===== src/rtl/ps2_pkg.sv =====
// Shared types and scan-code constants for the PS/2 keyboard front end.
package ps2_pkg;

  typedef enum logic [1:0] {IDLE, RECV, CHECK} rx_state_e;

  localparam logic [7:0] SC_BREAK  = 8'hF0;
  localparam logic [7:0] SC_EXT    = 8'hE0;
  localparam logic [7:0] SC_LSHIFT = 8'h12;
  localparam logic [7:0] SC_RSHIFT = 8'h59;
  localparam logic [7:0] SC_ENTER  = 8'h5A;
  localparam logic [7:0] SC_BAT    = 8'hAA;
  localparam logic [7:0] ASCII_CR  = 8'h0D;

  // data_par = {parity, data[7:0]}; odd parity means the XOR of all nine is 1.
  function automatic logic frame_ok(input logic [8:0] data_par, input logic stop);
    return (^data_par) & stop;
  endfunction

endpackage


===== src/rtl/ps2_scan_to_ascii.sv =====
// Set-2 make code to ASCII lookup; purely combinational.
module ps2_scan_to_ascii
  import ps2_pkg::*;
(
  input  logic [7:0] code,
  input  logic       shift,
  output logic [7:0] ascii,
  output logic       valid
);

  logic [7:0] base;
  logic [7:0] alt;

  always_comb begin
    base  = 8'h00;
    alt   = 8'h00;
    valid = 1'b1;
    case (code)
      8'h15: begin base = "q"; alt = "Q"; end
      8'h1D: begin base = "w"; alt = "W"; end
      8'h24: begin base = "e"; alt = "E"; end
      8'h2D: begin base = "r"; alt = "R"; end
      8'h2C: begin base = "t"; alt = "T"; end
      8'h35: begin base = "y"; alt = "Y"; end
      8'h3C: begin base = "u"; alt = "U"; end
      8'h43: begin base = "i"; alt = "I"; end
      8'h44: begin base = "o"; alt = "O"; end
      8'h4D: begin base = "p"; alt = "P"; end
      8'h1C: begin base = "a"; alt = "A"; end
      8'h1B: begin base = "s"; alt = "S"; end
      8'h23: begin base = "d"; alt = "D"; end
      8'h2B: begin base = "f"; alt = "F"; end
      8'h34: begin base = "g"; alt = "G"; end
      8'h33: begin base = "h"; alt = "H"; end
      8'h3B: begin base = "j"; alt = "J"; end
      8'h42: begin base = "k"; alt = "K"; end
      8'h4B: begin base = "l"; alt = "L"; end
      8'h1A: begin base = "z"; alt = "Z"; end
      8'h22: begin base = "x"; alt = "X"; end
      8'h21: begin base = "c"; alt = "C"; end
      8'h2A: begin base = "v"; alt = "V"; end
      8'h32: begin base = "b"; alt = "B"; end
      8'h31: begin base = "n"; alt = "N"; end
      8'h3A: begin base = "m"; alt = "M"; end
      8'h16: begin base = "1"; alt = "!"; end
      8'h1E: begin base = "2"; alt = "@"; end
      8'h26: begin base = "3"; alt = "#"; end
      8'h25: begin base = "4"; alt = "$"; end
      8'h2E: begin base = "5"; alt = "%"; end
      8'h36: begin base = "6"; alt = "^"; end
      8'h3D: begin base = "7"; alt = "&"; end
      8'h3E: begin base = "8"; alt = "*"; end
      8'h46: begin base = "9"; alt = "("; end
      8'h45: begin base = "0"; alt = ")"; end
      8'h29: begin base = 8'h20;    alt = 8'h20;    end
      8'h5A: begin base = ASCII_CR; alt = ASCII_CR; end
      8'h66: begin base = 8'h08;    alt = 8'h08;    end
      8'h41: begin base = ","; alt = "<"; end
      8'h49: begin base = "."; alt = ">"; end
      8'h4E: begin base = "-"; alt = "_"; end
      8'h55: begin base = "="; alt = "+"; end
      default: valid = 1'b0;
    endcase
    ascii = shift ? alt : base;
  end

endmodule


===== src/rtl/ps2_keyboard_ascii.sv =====
// PS/2 keyboard receiver: frame capture with parity/stop/timeout checks, then
// break/extended/shift tracking and ASCII write pulses for the LCD controller.
module ps2_keyboard_ascii
  import ps2_pkg::*;
#(
  parameter int TIMEOUT_CYCLES = 50000
)(
  input  logic       clock,
  input  logic       reset,
  input  logic       ps2_clk,
  input  logic       ps2_dat,
  output logic       write_en,
  output logic [7:0] data,
  output logic [7:0] scancode,
  output logic       scancode_valid,
  output logic       frame_err,
  output logic       shift_active
);

  localparam int TW = (TIMEOUT_CYCLES > 2) ? $clog2(TIMEOUT_CYCLES) : 1;
  localparam logic [TW-1:0] TMO_LAST = TW'(TIMEOUT_CYCLES - 1);

  logic clk_s1_q, clk_s2_q, clk_prev_q;
  logic dat_s1_q, dat_s2_q;
  logic fall_d;

  always_ff @(posedge clock or posedge reset) begin
    if (reset) begin
      clk_s1_q   <= 1'b1;
      clk_s2_q   <= 1'b1;
      clk_prev_q <= 1'b1;
      dat_s1_q   <= 1'b1;
      dat_s2_q   <= 1'b1;
    end else begin
      clk_s1_q   <= ps2_clk;
      clk_s2_q   <= clk_s1_q;
      clk_prev_q <= clk_s2_q;
      dat_s1_q   <= ps2_dat;
      dat_s2_q   <= dat_s1_q;
    end
  end

  assign fall_d = clk_prev_q & ~clk_s2_q;

  rx_state_e     state_q;
  logic [3:0]    bitcnt_q;
  logic [TW-1:0] tmo_q;
  logic [8:0]    bits_q;
  logic [7:0]    scancode_q;
  logic          scancode_valid_q;
  logic          frame_err_q;

  // The verdict is taken on the stop-bit fall itself, so scancode_valid is
  // high during the single CHECK cycle and the decoder acts one cycle later.
  always_ff @(posedge clock or posedge reset) begin
    if (reset) begin
      state_q          <= IDLE;
      bitcnt_q         <= '0;
      tmo_q            <= '0;
      bits_q           <= '0;
      scancode_q       <= '0;
      scancode_valid_q <= 1'b0;
      frame_err_q      <= 1'b0;
    end else begin
      scancode_valid_q <= 1'b0;
      frame_err_q      <= 1'b0;
      case (state_q)
        IDLE: begin
          tmo_q <= '0;
          if (fall_d && !dat_s2_q) begin
            state_q  <= RECV;
            bitcnt_q <= '0;
          end
        end
        RECV: begin
          if (fall_d) begin
            tmo_q <= '0;
            if (bitcnt_q == 4'd9) begin
              state_q <= CHECK;
              if (frame_ok(bits_q, dat_s2_q)) begin
                scancode_q       <= bits_q[7:0];
                scancode_valid_q <= 1'b1;
              end else begin
                frame_err_q <= 1'b1;
              end
            end else begin
              bits_q   <= {dat_s2_q, bits_q[8:1]};
              bitcnt_q <= bitcnt_q + 4'd1;
            end
          end else if (tmo_q == TMO_LAST) begin
            state_q     <= IDLE;
            bitcnt_q    <= '0;
            tmo_q       <= '0;
            frame_err_q <= 1'b1;
          end else begin
            tmo_q <= tmo_q + 1'b1;
          end
        end
        CHECK:   state_q <= IDLE;
        default: state_q <= IDLE;
      endcase
    end
  end

  logic       brk_q, ext_q, shift_l_q, shift_r_q;
  logic       write_en_q;
  logic [7:0] data_q;
  logic [7:0] key_ascii;
  logic       key_valid;

  ps2_scan_to_ascii u_xlate (
    .code  (scancode_q),
    .shift (shift_l_q | shift_r_q),
    .ascii (key_ascii),
    .valid (key_valid)
  );

  always_ff @(posedge clock or posedge reset) begin
    if (reset) begin
      brk_q      <= 1'b0;
      ext_q      <= 1'b0;
      shift_l_q  <= 1'b0;
      shift_r_q  <= 1'b0;
      write_en_q <= 1'b0;
      data_q     <= '0;
    end else begin
      write_en_q <= 1'b0;
      if (scancode_valid_q) begin
        if (scancode_q == SC_BREAK) begin
          brk_q <= 1'b1;
        end else if (scancode_q == SC_EXT) begin
          ext_q <= 1'b1;
        end else begin
          brk_q <= 1'b0;
          ext_q <= 1'b0;
          if (!ext_q && scancode_q == SC_LSHIFT) begin
            shift_l_q <= ~brk_q;
          end else if (!ext_q && scancode_q == SC_RSHIFT) begin
            shift_r_q <= ~brk_q;
          end else if (!brk_q && key_valid && scancode_q != SC_BAT &&
                       (!ext_q || scancode_q == SC_ENTER)) begin
            write_en_q <= 1'b1;
            data_q     <= key_ascii;
          end
        end
      end
    end
  end

  assign write_en       = write_en_q;
  assign data           = data_q;
  assign scancode       = scancode_q;
  assign scancode_valid = scancode_valid_q;
  assign frame_err      = frame_err_q;
  assign shift_active   = shift_l_q | shift_r_q;

endmodule


===== config.mk =====
export PLATFORM = sky130hd
export DESIGN_NAME = ps2_keyboard_ascii
export DESIGN_NICKNAME = d
export VERILOG_FILES = /design/src/rtl/ps2_pkg.sv /design/src/rtl/ps2_scan_to_ascii.sv /design/src/rtl/ps2_keyboard_ascii.sv
export SDC_FILE = /design/constraint.sdc
export NUM_CORES = 1
export LEC_CHECK = 0
export CAP_MARGIN = 15
export CORE_UTILIZATION = 35
export CTS_CLUSTER_SIZE = 25
export DETAILED_ROUTE_END_ITERATION = 16
export GPL_ROUTABILITY_DRIVEN = 0
export PLACE_DENSITY = 0.54
export SLEW_MARGIN = 10
export SYNTH_ARGS = -nofsm -noshare
export SYNTH_HDL_FRONTEND = slang
export SYNTH_SLANG_ARGS = --single-unit

===== constraint.sdc =====
create_clock -name clock -period 2.65 [get_ports clock]
set_clock_uncertainty 0.15 [all_clocks]
set_input_delay 0.53 -clock clock [delete_from_list [all_inputs] [get_ports clock]]
set_output_delay 0.53 -clock clock [all_outputs]
set_load 0.02 [all_outputs]

==> results.cfg <==
[power]
power.density_nw_per_um2 = 468
p_leak_nw = 2.03
peakVddDrop_v = 0.000273

[worst_hold_path]
hold_depth = 0
hold_class = reg2reg
min_from = dat_s1_q

[synth]
async_flop_share_pct = 100
synth_common_cells = 53 x dfrtp_1, 43 x nor2_1, 41 x o21ai_0
synth_seq_cells = 58
yosysMostFrequentCell = dfrtp_1
ys_top_cells_by_area = dfrtp_1 34%, o21ai_0 5.3%, mux2_2 4.4%, nor2_1 4.2%, dfstp_2 3.4%
synth_ff_type = dfrtp_1
ys_warn_count = 0
synth_edf_count = 0
postSynthAreaPerCell_um2 = 9.05
syn_nets = 433
synth_area_um2 = 3850
yosys.area.top_type = dfrtp_1
ys_types = 71
synth_top_area_share_pct = 34.4
ys_seq_area_share_pct = 37.8
postSynthCellCount = 426

[floorplanning]
rows = 37
die-height_um = 107
die_w_um = 107
die_area_um2 = 11400
start_util_pct = 36.7
core_um2 = 10500
ios = 24

[critical_path]
reg2reg_depth = 8
worst_setup_path_end_kind = flip-flop
worstSetupPathType = reg2reg
crit_arrival_ns = 2.68
start_kind = flip-flop
r2r_start = scancode[4]
crit_fanout = 5
worstPathRequired_ns = 2.72
crit_start = scancode[4]

[drt]
vias_per_cell = 5.62
vias = 3620
drc = 0
routed_wl_um = 10400
ant_nets = 0
routedWlPerCell_um = 16.2
drtIter0Drc = 150
first_pass_iters = 5

[placed_design]
dp_hpwl_um = 7590
port_buffers = 22
place_ws_ns = -0.00797

[clock_tree]
holdBufCountCts = 0
cts_sinks = 58
clkTransAtPathRegs_ns = 0.06
numCtsBuffers = 9
clk_latency_ns = 0.34
cts_tree = yes
cts-root-buf = clkbuf_8
clk_path_buf_depth = 2
htreeDepth = 3

[status]
outcome = completed

[grt]
busiest_layer = met2
antenna_found_initial = 0
use_met1_pct = 24.5
grt_pass1_vias = 3559
grt_use_met3_pct = 3.95
grt_overflow = 0
grt_util_met2_pct = 30.8
grt_util_all_layers_pct = 19.3
grt_max_degree = 59
grt_pass1_wl_um = 17400

[timing]
finalWorstSetupSlack_ns = 0.0385
max_slew_margin_pct = 61.5
period_share_pct = 98.5
setup_viol = 0
hold_violations = 0
worst_pin_slew_ns = 0.563
holdWs_ns = 0.206
fmax_mhz = 383
slew_viol_final = 0
min_period_ns = 2.61

[final_layout]
drive_above_1_share_pct = 28.3
fin_nets = 510
diodes = 0
final_util_pct = 46.9
area_growth_pct = 27.8

[flow_run]
maxCapViolCount = 0
-- worst max-delay path, stage by stage (launching register included) --
cell	delay [ns]
dfrtp_2	0.44
nor2b_1	0.15
buf_4	0.14
and2_1	0.17
o21a_1	0.20
a211oi_2	0.27
a31oi_1	0.14
or4_4	0.55
mux2_4	0.27
-- placed cells by master (no fill, tap or decap), drive strengths merged, types with 7 or more instances in the layout --
| master | instances |
|---|---|
| dfrtp | 53 |
| xnor2 | 13 |
| nor2b | 9 |
| nand2b | 10 |
| nor2 | 44 |
| nand2 | 34 |
| o21ai | 41 |
| nor3 | 10 |
| buf | 70 |
| inv | 9 |
| nand3 | 23 |
| and3 | 7 |
| clkdlybuf4s50 | 22 |
| a21oi | 13 |
| clkbuf | 12 |
| mux2 | 21 |
| a31oi | 7 |
-- per-stage QoR --
| step | power, W | std cells | TNS, ns | area [µm²] |
|---|---|---|---|---|
| floorplan | 0.00129 | 426 | 0 | 3850 |
| global placement | 0.00138 | 621 | -0.0594 | 4560 |
| detailed placement | 0.00139 | 621 | -0.00797 | 4560 |
| CTS | 0.00234 | 637 | 0 | 4800 |
| global route | 0.00243 | 644 | -0.0306 | 4930 |
| finish | 0.00230 | 644 | 0 | 4930 |
-- state kept, by name (all words and copies together) (netlist names), 2 cells and up --
signal    cells
state_q       2
scancode      8
data          7
bits_q        9
bitcnt_q      4
tmo_q        16
-- cell families (layout without fill, tap and decap cells) --
kind of cell / Yosys count / in the layout / synth area share (%)
simple gates: 189 / 189 / 27.3
xor+xnor: 19 / 19 / 4.32
buf+inv: 35 / 117 / 5.23
flops: 58 / 58 / 37.8
compound gates: 99 / 99 / 17.3
fa+ha+maj: 3 / 3 / 0.974
other cells: 1 / 1 / 0.0973
mux: 22 / 22 / 6.98
-- timing repair --
action | 4_1_cts | 5_1_grt
buffers inserted | 0 | 7
endpoints found under the setup margin | 6 | 7
pin swaps | 0 | 6
resized for setup | 3 | 19
-- layer usage --
layer  up-vias  wire length, µm
met2       146             4900
met1      1719             4470
met4         0              396
li1       1723                -
met5         -                0
met3        32              648
-- worst paths after layout --
check | slack (ns) | to
worst max-delay path | 0.04 | data[4]
worst min-delay path | 0.21 | dat_s2_q
worst max register to register | 0.04 | data[4]
worst min register to register | 0.21 | dat_s2_q
max in group asynchronous | 1.63 | dat_s2_q
min in group asynchronous | 0.41 | tmo_q[12]
-- power breakdown --
group	internal [W]	total, W	switching [W]	leakage (nW)
Sequential	0.000954	0.00103	0.0000757	0.772
Clock	0.000581	0.000934	0.000352	0.117
Combinational	0.000173	0.000340	0.000167	1.14
Total	0.00171	0.00230	0.000595	2.03
-- area by class of cell --
cell class                 count  area (µm²)
clock buffer                  12         155
tap                          136         170
fill                        1003        5580
clock inverter                 4        73.8
sequential                    58        1470
multi-input combinational    333        2250
inverter                       9        33.8
timing repair buffer          92         782
Power figures use the tool's default switching activity.
